**config.mk**
```make
export PLATFORM = sky130hd
export DESIGN_NAME = gb_oam_dma_flat
export DESIGN_NICKNAME = d
export VERILOG_FILES = /design/src/rtl/gb_oam_dma_if.sv /design/src/rtl/gb_oam_dma.sv /design/src/flat_wrapper.sv
export SDC_FILE = /design/constraint.sdc
export NUM_CORES = 1
export LEC_CHECK = 0
export BUFFER_PORTS_ARGS = -buffer_cell sky130_fd_sc_hd__buf_2
export CORE_MARGIN = 10
export CORE_UTILIZATION = 35
export DETAILED_ROUTE_END_ITERATION = 10
export PLACE_DENSITY = 0.6
export SYNTH_ARGS = -nofsm -noshare
export SYNTH_HDL_FRONTEND = slang
export SYNTH_SLANG_ARGS = --single-unit
```
**constraint.sdc**
```tcl
create_clock -name clk -period 2.8 [get_ports clk]
set_clock_uncertainty 0.2 [all_clocks]
set_input_delay 0.56 -clock clk [delete_from_list [all_inputs] [get_ports clk]]
set_output_delay 0.56 -clock clk [all_outputs]
set_load 0.02 [all_outputs]
```
**src/rtl/gb_oam_dma_if.sv**
```systemverilog
// Bus bundle for the OAM DMA engine: CPU register port, source memory port,
// OAM write port and a debug view of the engine state.
interface gb_oam_dma_if;
  logic [15:0] cpu_addr;
  logic [7:0]  cpu_data_i;
  logic        cpu_wr;
  logic        cpu_rd;
  logic [7:0]  cpu_data_o;
  logic [15:0] mem_addr;
  logic        mem_rd;
  logic [7:0]  mem_data_i;
  logic [7:0]  oam_addr;
  logic [7:0]  oam_data_o;
  logic        oam_wr;
  logic        dma_active;
  logic [1:0]  dbg_state;

  // Strobe semantics: cpu_wr/cpu_rd, mem_rd and oam_wr are single-cycle
  // qualifiers with no back-pressure; a strobe high at a rising edge is a
  // completed transfer, and mem_data_i is valid the cycle after mem_rd.
  modport master (
    output cpu_addr, cpu_data_i, cpu_wr, cpu_rd, mem_data_i,
    input  cpu_data_o, mem_addr, mem_rd, oam_addr, oam_data_o, oam_wr,
    input  dma_active, dbg_state
  );
  modport slave (
    input  cpu_addr, cpu_data_i, cpu_wr, cpu_rd, mem_data_i,
    output cpu_data_o, mem_addr, mem_rd, oam_addr, oam_data_o, oam_wr,
    output dma_active, dbg_state
  );
endinterface

```
**src/rtl/gb_oam_dma.sv**
```systemverilog
// Game Boy OAM DMA: a write to 0xFF46 copies 160 bytes from {src_hi, 0x00..0x9F}
// into OAM, one byte per 4 cycles after a 4-cycle setup.
module gb_oam_dma (
  input  logic          clk,
  input  logic          reset,
  gb_oam_dma_if.slave   bus
);
  typedef enum logic [1:0] {
    S_IDLE  = 2'd0,
    S_SETUP = 2'd1,
    S_XFER  = 2'd2
  } state_t;

  state_t      state_q, state_d;
  logic [7:0]  reg_dma_q, reg_dma_d;
  logic [7:0]  byte_q, byte_d;
  logic [1:0]  phase_q, phase_d;
  logic [1:0]  setup_q, setup_d;
  logic [7:0]  data_q, data_d;
  logic [15:0] mem_addr_q, mem_addr_d;
  logic [7:0]  oam_addr_q, oam_addr_d;
  logic [7:0]  oam_data_q, oam_data_d;

  logic        reg_wr;
  logic [7:0]  src_hi;
  logic        mem_rd;
  logic        oam_wr;

  assign reg_wr = bus.cpu_wr && (bus.cpu_addr == 16'hFF46);
  // Pages 0xE0-0xFF mirror work RAM at 0xC0-0xDF.
  assign src_hi = (reg_dma_q >= 8'hE0) ? (reg_dma_q - 8'h20) : reg_dma_q;

  assign mem_rd = (state_q == S_XFER) && (phase_q == 2'd0);
  assign oam_wr = (state_q == S_XFER) && (phase_q == 2'd2);

  // Address/data outputs show the live value while strobed and hold it after.
  assign mem_addr_d = mem_rd ? {src_hi, byte_q} : mem_addr_q;
  assign oam_addr_d = oam_wr ? byte_q : oam_addr_q;
  assign oam_data_d = oam_wr ? data_q : oam_data_q;

  assign bus.mem_rd     = mem_rd;
  assign bus.oam_wr     = oam_wr;
  assign bus.mem_addr   = mem_addr_d;
  assign bus.oam_addr   = oam_addr_d;
  assign bus.oam_data_o = oam_data_d;
  assign bus.dma_active = (state_q != S_IDLE);
  assign bus.dbg_state  = state_q;
  assign bus.cpu_data_o = (bus.cpu_rd && (bus.cpu_addr == 16'hFF46)) ? reg_dma_q : 8'hFF;

  always_comb begin
    state_d   = state_q;
    reg_dma_d = reg_dma_q;
    byte_d    = byte_q;
    phase_d   = phase_q;
    setup_d   = setup_q;
    data_d    = data_q;
    case (state_q)
      S_IDLE: ;
      S_SETUP: begin
        if (setup_q == 2'd3) begin
          state_d = S_XFER;
          setup_d = 2'd0;
          byte_d  = 8'd0;
          phase_d = 2'd0;
        end else begin
          setup_d = setup_q + 2'd1;
        end
      end
      S_XFER: begin
        if (phase_q == 2'd1) data_d = bus.mem_data_i;
        phase_d = phase_q + 2'd1;
        if (phase_q == 2'd3) begin
          if (byte_q == 8'd159) begin
            state_d = S_IDLE;
            byte_d  = 8'd0;
          end else begin
            byte_d = byte_q + 8'd1;
          end
        end
      end
      default: state_d = S_IDLE;
    endcase
    // A register write always wins: it restarts from SETUP, dropping the current byte.
    if (reg_wr) begin
      reg_dma_d = bus.cpu_data_i;
      state_d   = S_SETUP;
      byte_d    = 8'd0;
      phase_d   = 2'd0;
      setup_d   = 2'd0;
    end
  end

  always_ff @(posedge clk or posedge reset) begin
    if (reset) begin
      state_q    <= S_IDLE;
      reg_dma_q  <= 8'hFF;
      byte_q     <= 8'd0;
      phase_q    <= 2'd0;
      setup_q    <= 2'd0;
      data_q     <= 8'd0;
      mem_addr_q <= 16'd0;
      oam_addr_q <= 8'd0;
      oam_data_q <= 8'd0;
    end else begin
      state_q    <= state_d;
      reg_dma_q  <= reg_dma_d;
      byte_q     <= byte_d;
      phase_q    <= phase_d;
      setup_q    <= setup_d;
      data_q     <= data_d;
      mem_addr_q <= mem_addr_d;
      oam_addr_q <= oam_addr_d;
      oam_data_q <= oam_data_d;
    end
  end
endmodule

```
**src/flat_wrapper.sv**
```systemverilog
// flat-port wrapper written by rule: the top's interface ports become plain ports
module gb_oam_dma_flat 
  (clk, reset, bus_cpu_addr, bus_cpu_data_i, bus_cpu_wr, bus_cpu_rd, bus_mem_data_i, bus_cpu_data_o, bus_mem_addr, bus_mem_rd, bus_oam_addr, bus_oam_data_o, bus_oam_wr, bus_dma_active, bus_dbg_state);
  gb_oam_dma_if bus_i ();
  input  logic clk;
  input  logic reset;
  input wire logic [$bits(bus_i.cpu_addr)-1:0] bus_cpu_addr;
  input wire logic [$bits(bus_i.cpu_data_i)-1:0] bus_cpu_data_i;
  input wire logic [$bits(bus_i.cpu_wr)-1:0] bus_cpu_wr;
  input wire logic [$bits(bus_i.cpu_rd)-1:0] bus_cpu_rd;
  input wire logic [$bits(bus_i.mem_data_i)-1:0] bus_mem_data_i;
  output wire logic [$bits(bus_i.cpu_data_o)-1:0] bus_cpu_data_o;
  output wire logic [$bits(bus_i.mem_addr)-1:0] bus_mem_addr;
  output wire logic [$bits(bus_i.mem_rd)-1:0] bus_mem_rd;
  output wire logic [$bits(bus_i.oam_addr)-1:0] bus_oam_addr;
  output wire logic [$bits(bus_i.oam_data_o)-1:0] bus_oam_data_o;
  output wire logic [$bits(bus_i.oam_wr)-1:0] bus_oam_wr;
  output wire logic [$bits(bus_i.dma_active)-1:0] bus_dma_active;
  output wire logic [$bits(bus_i.dbg_state)-1:0] bus_dbg_state;
  assign bus_i.cpu_addr = bus_cpu_addr;
  assign bus_i.cpu_data_i = bus_cpu_data_i;
  assign bus_i.cpu_wr = bus_cpu_wr;
  assign bus_i.cpu_rd = bus_cpu_rd;
  assign bus_i.mem_data_i = bus_mem_data_i;
  assign bus_cpu_data_o = bus_i.cpu_data_o;
  assign bus_mem_addr = bus_i.mem_addr;
  assign bus_mem_rd = bus_i.mem_rd;
  assign bus_oam_addr = bus_i.oam_addr;
  assign bus_oam_data_o = bus_i.oam_data_o;
  assign bus_oam_wr = bus_i.oam_wr;
  assign bus_dma_active = bus_i.dma_active;
  assign bus_dbg_state = bus_i.dbg_state;
  gb_oam_dma u_core (.clk(clk), .reset(reset), .bus(bus_i));
endmodule
```
* Word-level counts from Yosys, hierarchy flattened
Index checks and enable logic that the tools add are counted.
Storage, ports and cells: input port bits 36, output and inout port bits 45, register bits after elaboration 62
Operators by class: mux-type cells 21, $add $sub $neg 4, equality and inequality tests 12, reductions and logical operators 13, magnitude comparators 1
Operators by type and width (count):
- two-way mux 8 bit | 8
- two-way mux 2 bit | 9
- == test 16 bit (second input constant) | 1
- two-way mux 16 bit | 1
- case mux 8 bit (2 select lines) | 1
- adder 8 x 1 -> 8 bit (second input constant) | 1
- == test 2 bit (second input constant) | 4
- == test 8 bit (second input constant) | 1
- greater-or-equal comparator 8 bit (second input constant) | 1
- subtractor 8 x 6 -> 8 bit (second input constant) | 1
- inequality test 3 x 2 -> 1 bit (second input constant) | 2
- case mux 2 bit (3 select lines) | 1
- adder 2 x 1 -> 2 bit (second input constant) | 2
- == test 2 x 1 -> 1 bit (second input constant) | 2
- logical AND 1 bit | 4
- logical NOT 2 bit | 2
- case mux 2 bit (2 select lines) | 1
- AND reduction 2 bit | 2
- AND reduction 4 bit | 1
- nonzero test 2 bit | 2
- inequality test 3 x 1 -> 1 bit (second input constant) | 1
- AND reduction 3 bit | 1
- nonzero test 3 bit | 1
- inequality test 2 x 1 -> 1 bit (second input constant) | 1

* Depth between registers and ports, before layout
Gate-level depths: netlist of run 1.
depth after elaboration 5, depth in mapped cells 7

* Least setup slack after synthesis of run 1
Ideal clock, no wire load.
path type flip-flop to output port, start point register u_core.state_q[0] (netlist: u_core.bus.dbg_state[0]), end point output bus_oam_addr[1], cell stages (with the launch flop) 7, buffers on the path 2, arrival 1.978 ns, setup slack 0.062 ns, data required time 2.040 ns, cells stage by stage dfrtp_1 > inv_1 > ha_1 > clkbuf_1 > nand2_1 > clkbuf_1 > mux2_2
Between the ends: cells in the longest elaborated chain, start to end 3
Ends and longest elaborated chain:
- start: declaration | RTL line gb_oam_dma.sv:14 | state_t state_q, state_d;
- start signal: assignment | RTL line gb_oam_dma.sv:105 | state_q <= state_d;
- == test 2 bit | RTL line gb_oam_dma.sv:34 | assign oam_wr = (state_q == S_XFER) && (phase_q == 2'd2);
- logical AND 1 bit | RTL line gb_oam_dma.sv:34
- two-way mux 8 bit | RTL line gb_oam_dma.sv:38 | assign oam_addr_d = oam_wr ? byte_q : oam_addr_q;
- end: declaration | RTL line flat_wrapper.sv:15 | output wire logic [$bits(bus_i.oam_addr)-1:0] bus_oam_addr;
No other way between the ends.

* Worst setup path after layout of run 1
start point input bus_cpu_addr[0], end point output bus_cpu_data_o[3]
Between the ends: cells in the longest elaborated chain, start to end 3
Ends and longest elaborated chain:
- start: declaration | RTL line flat_wrapper.sv:7 | input wire logic [$bits(bus_i.cpu_addr)-1:0] bus_cpu_addr;
- == test 16 bit | RTL line gb_oam_dma.sv:48 | assign bus.cpu_data_o = (bus.cpu_rd && (bus.cpu_addr == 16'hFF46)) ? reg_dma_q : 8'hFF;
- logical AND 1 bit | RTL line gb_oam_dma.sv:48
- two-way mux 8 bit | RTL line gb_oam_dma.sv:48
- end: declaration | RTL line flat_wrapper.sv:12 | output wire logic [$bits(bus_i.cpu_data_o)-1:0] bus_cpu_data_o;
No other way between the ends.

==> summary.txt, run 1 <==
Outcome
  • Status: complete, no violations

Clock network
  • CTS tree: yes
  • Max clock buf depth: 2
  • H-Tree Depth: 3
  • CTS clk-pin slew, worst paths: 0.07 ns
  • CTS Buf Count: 9
  • Sink Count: 62
  • Clock tree root driver cell: clkbuf_8
  • Cts hold-fix bufs: 0
  • Worst-Skew Late Latency: 0.34 ns

Logic synthesis
  • YS warnings: 0
  • Synth area leaders: dfrtp_1 47%, mux2_2 16%, dfstp_2 7.4%
  • Area leader, netlist: dfrtp_1
  • Distinct cells, synth: 33
  • Ys async rst share: 1.00
  • Syn Area/Cell: 12.3 sq um
  • Yosys top cell area share: 0.473
  • EDFF count, synth: 0
  • Synth Net Count: 279
  • Cells after Synth: 233
  • Top_reg_cell synth: dfrtp_1
  • Register bit total from synthesis: 62
  • Post-Syn Area: 0.00286 sq mm
  • Seq/Total Area, Yosys: 0.547

Critical path
  • Cell chain of the critical path: buf_2 > or4b_4 > nor4_4 > nand2_2 > or2_2 > buf_2
  • Reg-to-Reg Start: u_core.bus.dbg_state[1]$_DFFE_PP0P_
  • CP most frequent cell: buf_2
  • Crit path max-delay family: simple AND/OR/NAND/NOR gates
  • Slowest stage delay, CP: 0.54 ns
  • WP data required: 2.04 ns
  • Reg2reg path depth: 6
  • Worst reg2reg endpoint: u_core.byte_q[7]$_DFFE_PP0P_
  • WP data arrival: 1.98 ns
  • Worst setup EP type: primary output
  • Slowest cell on the critical path: or4b_4
  • Buf/Inv on CP: 2
  • Critical Path Fanout Max: 6
  • CP Class: in -> out
  • Flop2flop setup slack: 0.64 ns
  • Startpoint Class: input pin

Cells and area
  • Layout Utilization: 0.468
  • Layout cells sized above 1: 0.503
  • Area Overhead vs Synth: 28.6%
  • Filler cells: 776
  • Layout Cell Area excl Fill: 0.00367 sq mm
  • # diodes: 0
  • # nets final: 371
  • Fin cells: 432

Routing
  • Drt wl/cell: 15.3 um
  • Drt pass-1 iters: 4
  • Routed Antenna Nets: 0
  • DRC errors left: 0
  • Total Wirelength: 6600 um
  • Vias per cell: 4.81
  • Total number of vias: 2079
  • Initial DRC count: 69

Floorplan
  • Die ar.: 0.0122 sq mm
  • Height of the die: 110 um
  • Core area: 0.00785 sq mm
  • Starting Density: 0.364
  • Num ports: 81
  • Die width: 110 um
  • Row count: 32

Run
  • Max Cap Viol: 0

Global routing
  • Largest net degree at the start of global routing: 27
  • Total gr overflow: 0
  • Gr usage total: 0.117
  • Vias in the first global route: 2260
  • First-pass GRT wire length: 11000 um
  • Initial antenna violation count: 0

Timing
  • Final hold violation count: 0
  • Worst slew pin tran: 0.559 ns
  • Fin crit period: 2.74 ns
  • RSZ-0062 raised after global routing: true
  • Max Freq: 366 MHz
  • Tcrit/Tclk final: 0.977
  • Slew Limit Fails: 0
  • Slew headroom: 0.626
  • Final setup fails: 0

Place
  • Inst Count DP: 415
  • Port Buffers: 80
  • Routability Congestion: 0.752
  • Post-DP Area: 0.00341 sq mm
  • Post-DP HPWL: 4870 um

Power
  • Peak VDD IR: 0.569 mV
  • Leak pwr: 1.84 nW
  • PD cells: 798 mW/mm^2

Worst hold path
  • Worst hold-check path type: in -> async
worst register-to-register path, cell delays in order (launching register included):
cell	delay, ns
dfrtp_1	0.40
inv_1	0.08
ha_1	0.23
nand2b_1	0.24
o211ai_1	0.30
or4_1	0.47
a31oi_1	0.16
Yosys cell counts (3+ instances only):
library cell  number
mux2_4             4
a31oi_1            3
dfstp_2            8
or2_2              7
a21oi_1           10
nor2_1             4
mux2_2            40
clkbuf_1           5
nand4_1            7
inv_1             11
or4_1              3
nand3_1           10
or3_1              3
o21ai_0           11
nand2_1           23
ha_1              10
dfrtp_1           54
layout make-up:
type / instances / area, sq um / share of cell area
Timing Repair Buffer: 88 / 500 / 0.136
Multi-Input combinational cell: 153 / 1210 / 0.330
Clock inverter: 4 / 95.1 / 0.0259
Sequential cell: 62 / 1560 / 0.425
Clock buffer: 12 / 135 / 0.0368
Inverter: 11 / 41.3 / 0.0112
Tap cell: 102 / 128 / 0.0348
power by group:
part	total, mW	internal (mW)	leakage, nW	switching [mW]
Sequential	1.20	1.10	0.789	0.0937
Clock	0.922	0.591	0.115	0.331
Combinational	0.810	0.335	0.934	0.475
timing repair:
item	in CTS	in global routing
setup endpoints to repair	6	6
resized for setup	1	6
setup buffers	0	1
pin swaps	1	0
flip-flops by register name, summed over array words and instances, names as in the netlist:
| register | cells |
|---|---|
| u_core.byte_q | 8 |
| u_core.data_q | 8 |
| u_core.oam_addr_q | 8 |
| u_core.reg_dma_q | 8 |
| u_core.bus.dbg_state | 2 |
| u_core.oam_data_q | 8 |
| u_core.setup_q | 2 |
| u_core.phase_q | 2 |
| u_core.mem_addr_q | 16 |
worst max-delay path by stage:
| stage | from | slack [ns] | endpoint | cells after the start |
|---|---|---|---|---|
| 2_1_floorplan | u_core.bus.dbg_state[0]$_DFFE_PP0P_ | 0.06 | bus_oam_addr[1] | 6 |
| 3_3_place_gp | bus_cpu_addr[0] | -0.11 | bus_cpu_data_o[2] | 6 |
| 3_5_place_dp | bus_cpu_addr[0] | -0.13 | bus_cpu_data_o[3] | 6 |
| 4_1_cts | bus_cpu_addr[0] | 0.04 | bus_cpu_data_o[3] | 6 |
| 5_1_grt | bus_cpu_addr[0] | -0.02 | bus_cpu_data_o[3] | 6 |
| 6_report | bus_cpu_addr[0] | 0.06 | bus_cpu_data_o[3] | 6 |
routing by layer:
layer | vias to the layer above | routed length (um) | track usage
li1 | 1008 | - | -
met1 | 1002 | 2790 | 0.134
met2 | 64 | 3110 | 0.189
met3 | 5 | 636 | 0.0609
met4 | 0 | 57 | 0.0275
met5 | - | 0 | 0
kinds of logic (layout without fill, tap and decap cells):
group,after synthesis,in the layout,share of synthesized area
buffers and inverters,18,115,0.0311
adder cells (fa/ha/maj),10,10,0.0438
AO/OA/AOI/OAI,28,28,0.0543
flip-flops,62,62,0.547
AND/OR/NAND/NOR,70,70,0.142
multiplexers,45,45,0.182
through the flow:
| step | hold slack (ns) | setup slack, ns | setup TNS [ns] | power [mW] |
|---|---|---|---|---|
| after CTS | 0.0664 | 0.0383 | 0 | 2.99 |
| after global routing | 0.0976 | -0.0220 | -0.0477 | 3.13 |
| final | 0.0670 | 0.0646 | 0 | 2.93 |
| after floorplan | 0.275 | 0.0617 | 0 | 1.74 |
| after global placement | 0.275 | -0.109 | -0.650 | 2.02 |
| after detailed placement | 0.278 | -0.128 | -0.733 | 2.04 |
layout by cell type (no fill, tap or decap), types with 4 or more instances in the layout:
| cell | n |
|---|---|
| a21oi_1 | 10 |
| buf_2 | 77 |
| buf_4 | 7 |
| clkbuf_8 | 9 |
| dfrtp_1 | 54 |
| dfstp_2 | 8 |
| ha_1 | 10 |
| inv_1 | 10 |
| mux2_2 | 40 |
| mux2_4 | 4 |
| nand2_1 | 22 |
| nand3_1 | 10 |
| nand4_1 | 7 |
| nor2_1 | 4 |
| o21ai_0 | 11 |
| or2_2 | 6 |
Note: power is estimated with default switching activity, not from simulation.
==> run 2, diff against run 1 <==
--- a/config.mk
+++ b/config.mk
@@ -14,2 +14,3 @@
 export SYNTH_HDL_FRONTEND = slang
 export SYNTH_SLANG_ARGS = --single-unit
+export TNS_END_PERCENT = 50
==> constraint.sdc (replaced) <==
create_clock -name clk -period 2.52 [get_ports clk]
set_clock_uncertainty 0.2 [all_clocks]
set_input_delay 0.252 -clock clk [delete_from_list [all_inputs] [get_ports clk]]
set_output_delay 0.252 -clock clk [all_outputs]
set_load 0.02 [all_outputs]
==> run 2 against run 1 <==
Total power grew 5.7%; highest routed layer unchanged; clock power decreased by 8.0%; critical endpoint is now bus_mem_addr[11]; register-to-register slack worse by 0.29 ns; sequential cell count stayed put.
==> summary.txt, run 2 (synthesized netlist as in run 1, its figures left out) <==
Timing
  • TNS Setup: 0 ns (unchanged)
  • Max Freq: 427 MHz
  • Slew headroom: 0.612 (was 0.626)
  • Slew Limit Fails: 0 (unchanged)
  • RSZ-0062 raised after global routing: false (was true)
  • Worst slew pin tran: 0.581 ns (was 0.559 ns)
  • Tcrit/Tclk final: 0.929
  • Final setup fails: 0 (unchanged)
  • Fin crit period: 2.34 ns
  • Final hold violation count: 0 (unchanged)

Routing
  • Total number of vias: 2095 (was 2079)
  • DRC errors left: 0 (unchanged)
  • Top sig layer: met4 (unchanged)
  • Drt wl/cell: 14.7 um (was 15.3 um)
  • Vias per cell: 4.69 (was 4.81)
  • Met3 WL: 594 um (was 636 um)
  • Drt pass-1 iters: 4 (unchanged)
  • Routed Antenna Nets: 0 (unchanged)
  • Total Wirelength: 6580 um (was 6600 um)
  • Initial DRC count: 78 (was 69)
  • Met2 Routed Length: 3000 um (was 3110 um)
  • Met1 wire length: 2930 um (was 2790 um)

Floorplan
  • Die width: 110 um (unchanged)
  • Starting Density: 0.364 (unchanged)
  • Row count: 32 (unchanged)
  • Num ports: 81 (unchanged)
  • Die ar.: 0.0122 sq mm (unchanged)
  • Core area: 0.00785 sq mm (unchanged)
  • Height of the die: 110 um (unchanged)

Global routing
  • Total gr overflow: 0 (unchanged)
  • Vias in the first global route: 2247 (was 2260)
  • Largest net degree at the start of global routing: 38 (was 27)
  • First-pass GRT wire length: 10800 um (was 11000 um)
  • Gr usage total: 0.113 (was 0.117)
  • Initial antenna violation count: 0 (unchanged)

Worst hold path
  • Hold path endpoint: u_core.reg_dma_q[6]$_DFFE_PP1N_
  • Hold Path Depth: 6
  • Worst hold-check path type: in -> reg (was in -> async)
  • Hold wc startpoint: bus_cpu_addr[3]

Cells and area
  • Most frequent cells in the layout: 80 x buf_2, 54 x dfrtp_1, 40 x mux2_2, 23 x nand2_1, 18 x dlygate4sd3_1 (was 77 x buf_2, 54 x dfrtp_1, 40 x mux2_2, 22 x nand2_1, 11 x o21ai_0)
  • Most common cell after layout, fill and taps aside: buf_2 (unchanged)
  • Layout cells sized above 1: 0.475 (was 0.503)
  • # diodes: 0 (unchanged)
  • Top reg by flops: u_core.mem_addr_q (unchanged)
  • Sequential Area: 0.00156 sq mm (unchanged)
  • Area used by multi-input combinational logic: 0.00121 sq mm (about the same)
  • Largest register FFs: 16 (unchanged)
  • # nets final: 386 (was 371)
  • Filler cells: 754 (was 776)
  • Area Overhead vs Synth: 32.6% (was 28.6%)

Clock network
  • CTS tree: yes (unchanged)
  • Worst-Skew Late Latency: 0.33 ns (was 0.34 ns)
  • H-Tree Depth: 3 (unchanged)
  • Max clock buf depth: 2 (unchanged)
  • Sink Count: 62 (unchanged)
  • Clock tree root driver cell: clkbuf_8 (unchanged)
  • CTS Buf Count: 9 (unchanged)
  • CTS clk-pin slew, worst paths: 0.06 ns (was 0.07 ns)

Place
  • Post-DP HPWL: 4740 um (was 4870 um)
  • Routability Congestion: 0.746 (was 0.752)
  • Port Buffers: 80 (unchanged)

Power
  • Seq pwr share: 0.430 (was 0.409)
  • Clock share of power: 0.274 (was 0.315)
  • Switching Share: 0.323 (was 0.307)
  • Sw power: 999 uW (was 900 uW)
  • Pint: 2.10 mW (was 2.03 mW)
  • PD cells: 818 mW/mm^2 (was 798 mW/mm^2)
  • Leak pwr: 1.87 nW (was 1.84 nW)
  • PnR Total Power: 3.10 mW (was 2.93 mW)
  • Comb power frac: 0.296 (was 0.276)
  • Peak VDD IR: 0.537 mV (was 0.569 mV)

Critical path
  • Reg-to-Reg Start: u_core.bus.dbg_state[1]$_DFFE_PP0P_ (unchanged)
  • Worst reg2reg endpoint: u_core.byte_q[7]$_DFFE_PP0P_ (unchanged)
  • WP data arrival: 1.89 ns (was 1.98 ns)
  • WP data required: 2.07 ns (was 2.04 ns)
  • Critical Path Fanout Max: 20 (was 6)
  • Flop2flop setup slack: 0.35 ns (was 0.64 ns)
  • CP Class: reg -> out (was in -> out)
  • Startpoint Class: register (was input pin)
  • Worst setup EP type: primary output (unchanged)
  • Reg2reg path depth: 6 (unchanged)

Outcome
  • Status: complete, no violations (unchanged)

Run
  • Max Cap Viol: 0 (unchanged)
## run 2: cell count changes in the layout (fill, tap and decap cells not counted), sizes merged
cell,previous run,this run
clkinvlp,0,1
bufinv,3,1
buf,88,85
clkinv,1,2
dlygate4sd3,0,18
## run 2: critical path, cell delays in order (launching register included)
cell and delay [ns]:
dfrtp_1 0.41, inv_1 0.09, ha_2 0.31, nand2_1 0.13, buf_12 0.17, mux2_2 0.29
buf_2 0.17
## run 2: repair_timing
| action | 4_1_cts | 5_1_grt |
|---|---|---|
| hold buffers | 18 | 0 |
| endpoints found under the setup margin | 0 | 32 |
| endpoints found under the hold margin | 34 | 0 |
| gates resized for setup | 0 | 2 |
| buffers inserted | 0 | 0 |
## run 2: how the worst max path moves through the flow
| stage | slack (ns) | endpoint | start |
|---|---|---|---|
| finish | 0.18 | bus_mem_addr[11] | u_core.bus.dbg_state[0]$_DFFE_PP0P_ |
| global route | 0.05 | bus_mem_addr[11] | u_core.bus.dbg_state[0]$_DFFE_PP0P_ |
| CTS | 0.02 | bus_oam_addr[1] | u_core.bus.dbg_state[0]$_DFFE_PP0P_ |
| detailed placement | 0.20 | bus_cpu_data_o[3] | bus_cpu_addr[0] |
| global placement | 0.24 | bus_cpu_data_o[2] | bus_cpu_addr[0] |
| floorplan | 0.09 | bus_oam_addr[1] | u_core.bus.dbg_state[0]$_DFFE_PP0P_ |
## run 2: per-stage QoR
stage	instance area (sq um)	util	setup WS, ns	hold WS (ns)	std cells
3_5_place_dp	3410	0.435	0.201	0.148	413
2_1_floorplan	2860	-	0.0897	0.141	233
6_report	3790	0.482	0.180	0.268	447
5_1_grt	3790	0.482	0.0465	0.292	447
3_3_place_gp	3410	0.435	0.236	0.153	413
4_1_cts	3780	0.482	0.0194	0.242	447
## run 2: power groups by stage
stage / Combinational (mW) / Clock (mW) / Sequential, mW
finish: 0.917 / 0.848 / 1.33
CTS: 0.937 / 0.885 / 1.33
global placement: 0.902 / 0 / 1.34
detailed placement: 0.911 / 0 / 1.35
global route: 1.02 / 0.933 / 1.36
floorplan: 0.610 / 0 / 1.32
## run 2: per-layer routing
metal	global-route usage	vias up
met4	0.0358	0
met5	0	-
met3	0.0482	4
li1	-	1036
met1	0.136	996
met2	0.178	59
## run 2: cell type report
type	instances	share of cell area
Sequential cell	62	0.412
Inverter	11	0.0109
Multi-Input combinational cell	153	0.319
Clock inverter	4	0.0126
Clock buffer	12	0.0383
Tap cell	102	0.0337
Timing Repair Buffer	103	0.173
==> run 3, diff against run 2 <==
- CELL_PAD_IN_SITES_DETAIL_PLACEMENT: not set -> 1
- CELL_PAD_IN_SITES_GLOBAL_PLACEMENT: not set -> 1
- PLACE_DENSITY: 0.6 -> 0.73
- RECOVER_POWER: not set -> 100
==> run 3 against run 2 <==
Critical path depth unchanged; cell count up 0.22%; sequential share of layout area up 0.15 points; setup slack worse by 0.039 ns; utilization down 0.18 points; clock power up 7.7%; register-to-register slack worse by 0.03 ns; sequential power about the same; routed wire length up 13%; critical endpoint is now bus_mem_addr[1].
==> summary.txt, run 3 (synthesized netlist as in run 1, its figures left out) <==
Timing
  • Final setup fails: 0 (unchanged)
  • Max Freq: 420 MHz (was 427 MHz)
  • Final hold violation count: 0 (unchanged)
  • Slew Limit Fails: 0 (unchanged)
  • Tcrit/Tclk final: 0.944 (was 0.929)
  • Fin crit period: 2.38 ns (was 2.34 ns)
  • Slew headroom: 0.275 (was 0.612)
  • RSZ-0062 raised after global routing: false (unchanged)
  • Final worst-path setup slack: 0.141 ns (was 0.180 ns)
  • Worst slew pin tran: 1.09 ns (was 0.581 ns)
  • TNS Setup: 0 ns (unchanged)

Clock network
  • Clock tree root driver cell: clkbuf_8 (unchanged)
  • CTS clk-pin slew, worst paths: 0.07 ns (was 0.06 ns)
  • Sink Count: 62 (unchanged)
  • CTS tree: yes (unchanged)
  • H-Tree Depth: 3 (unchanged)
  • Max clock buf depth: 2 (unchanged)
  • Setup bufs post-CTS: 0 (unchanged)
  • CTS Buf Count: 9 (unchanged)
  • Worst-Skew Late Latency: 0.34 ns (was 0.33 ns)

Worst hold path
  • Worst hold-check path type: in -> reg (unchanged)

Floorplan
  • Height of the die: 110 um (unchanged)
  • Die width: 110 um (unchanged)
  • Num ports: 81 (unchanged)
  • Starting Density: 0.364 (unchanged)
  • Row count: 32 (unchanged)
  • Core area: 0.00785 sq mm (unchanged)
  • Die ar.: 0.0122 sq mm (unchanged)

Critical path
  • Reg-to-Reg Start: u_core.bus.dbg_state[1]$_DFFE_PP0P_ (unchanged)
  • Crit path max-delay family: buffers and inverters (unchanged)
  • Reg2reg path depth: 6 (unchanged)
  • Slowest cell on the critical path: dfrtp_1 (unchanged)
  • Flop2flop setup slack: 0.32 ns (was 0.35 ns)
  • Worst setup EP type: primary output (unchanged)
  • WP data required: 2.07 ns (about the same)
  • Buf/Inv on CP: 3 (unchanged)
  • Startpoint Class: register (unchanged)
  • CP Class: reg -> out (unchanged)
  • Worst reg2reg endpoint: u_core.byte_q[7]$_DFFE_PP0P_ (unchanged)
  • Worst Setup SP: u_core.bus.dbg_state[0]$_DFFE_PP0P_ (unchanged)
  • Worst path depth: 6 (unchanged)
  • Cell chain of the critical path: inv_1 > ha_2 > nand2_1 > buf_12 > mux2_1 > buf_2 (was inv_1 > ha_2 > nand2_1 > buf_12 > mux2_2 > buf_2)
  • Worst setup path endpoint: bus_mem_addr[1] (was bus_mem_addr[11])
  • Slowest stage delay, CP: 0.41 ns (about the same)
  • Critical Path Fanout Max: 20 (unchanged)
  • WP data arrival: 1.93 ns (was 1.89 ns)

Routing
  • Drt wl/cell: 16.6 um (was 14.7 um)
  • Routed Antenna Nets: 0 (unchanged)
  • Initial DRC count: 52 (was 78)
  • Total Wirelength: 7450 um (was 6580 um)
  • Total number of vias: 2165 (was 2095)
  • Vias per cell: 4.83 (was 4.69)
  • DRC errors left: 0 (unchanged)
  • Drt pass-1 iters: 4 (unchanged)

Global routing
  • Initial antenna violation count: 0 (unchanged)
  • Largest net degree at the start of global routing: 36 (was 38)
  • Gr usage total: 0.126 (was 0.113)
  • Vias in the first global route: 2388 (was 2247)
  • Total gr overflow: 0 (unchanged)
  • First-pass GRT wire length: 12000 um (was 10800 um)

Cells and area
  • Largest register FFs: 16 (unchanged)
  • Most common cell after layout, fill and taps aside: dfrtp_1 (was buf_2)
  • # diodes: 0 (unchanged)
  • Top reg by flops: u_core.mem_addr_q (unchanged)
  • Sequential Area: 0.00156 sq mm (unchanged)
  • Layout cells sized above 1: 0.396 (was 0.475)
  • Area Overhead vs Synth: 32.1% (was 32.6%)
  • Area used by multi-input combinational logic: 0.00120 sq mm (was 0.00121 sq mm)
  • Filler cells: 887 (was 754)
  • # nets final: 387 (was 386)
  • Layout Cell Area excl Fill: 0.00377 sq mm (was 0.00379 sq mm)
  • Most frequent cells in the layout: 54 x dfrtp_1, 36 x buf_2, 31 x clkbuf_2, 28 x mux2_2, 23 x nand2_1 (was 80 x buf_2, 54 x dfrtp_1, 40 x mux2_2, 23 x nand2_1, 18 x dlygate4sd3_1)

Outcome
  • Status: complete, no violations (unchanged)

Run
  • Max Cap Viol: 0 (unchanged)

Power
  • Leak pwr: 1.84 nW (was 1.87 nW)
  • PD cells: 842 mW/mm^2 (was 818 mW/mm^2)
  • PnR Total Power: 3.18 mW (was 3.10 mW)
  • Peak VDD IR: 0.589 mV (was 0.537 mV)

Place
  • Post-DP Area: 0.00342 sq mm (was 0.00341 sq mm)
  • Post-DP HPWL: 5570 um (was 4740 um)
  • Setup WS pre-CTS: 0.175 ns (was 0.201 ns)
  • Port Buffers: 80 (unchanged)
  • Routability Congestion: 0.729 (was 0.746)
==> run 3: cell count changes in the layout (fill, tap and decap cells not counted), moves of 12 or more <==
cell and delta:
buf_2 -44, clkbuf_1 +13, clkbuf_2 +31, mux2_1 +13, mux2_2 -12
==> run 3: routing by layer <==
layer  global-route usage  vias to the layer above  share of wire
li1                     -                     1038              -
met1                0.145                     1053           0.43
met2                0.210                       62           0.48
met3               0.0470                       12          0.078
met4               0.0440                        0          0.013
met5                    0                        -              0
==> run 3: cell type report <==
type                            instances  share of cell area
Clock buffer                           11              0.0348
Clock inverter                          5              0.0199
Inverter                               11              0.0109
Multi-Input combinational cell        153               0.318
Sequential cell                        62               0.414
Tap cell                              102              0.0338
Timing Repair Buffer                  104               0.168
==> run 3: worst min-delay path by stage <==
stage,endpoint,slack [ns],depth (start not counted),start
2_1_floorplan,u_core.bus.dbg_state[1]$_DFFE_PP0P_,0.14,1,bus_cpu_wr
3_3_place_gp,u_core.mem_addr_q[10]$_DFF_PP0_,0.17,2,reset
3_5_place_dp,u_core.mem_addr_q[8]$_DFF_PP0_,0.17,2,reset
4_1_cts,u_core.reg_dma_q[6]$_DFFE_PP1N_,0.26,6,bus_cpu_addr[11]
5_1_grt,u_core.oam_addr_q[2]$_DFF_PP0_,0.31,1,u_core.oam_addr_q[2]$_DFF_PP0_
6_report,u_core.reg_dma_q[6]$_DFFE_PP1N_,0.28,6,bus_cpu_addr[11]
==> run 3: repair_timing <==
item                       CTS  global route
resized for setup            0             1
hold buffers                18             0
setup endpoints to repair    0             7
hold endpoints to repair    36             0
==> run 3: worst min-delay path, stage by stage <==
cell and delay (ns):
buf_2 0.09, nand4_1 0.11, nor4_4 0.05, buf_4 0.15, nand3_1 0.07, o21ai_0 0.08
==> run 3: metrics by stage <==
stage / util / hold slack [ns] / cells
after floorplan: - / 0.141 / 233
after detailed placement: 0.436 / 0.172 / 414
final: 0.481 / 0.276 / 448
after CTS: 0.485 / 0.258 / 448
after global routing: 0.481 / 0.307 / 448
after global placement: 0.436 / 0.165 / 414
==> run 3: power breakdown <==
group,switching [mW],leakage [nW],internal [mW]
sequential,0.112,0.789,1.23
clock,0.361,0.107,0.552
combinational,0.554,0.940,0.370
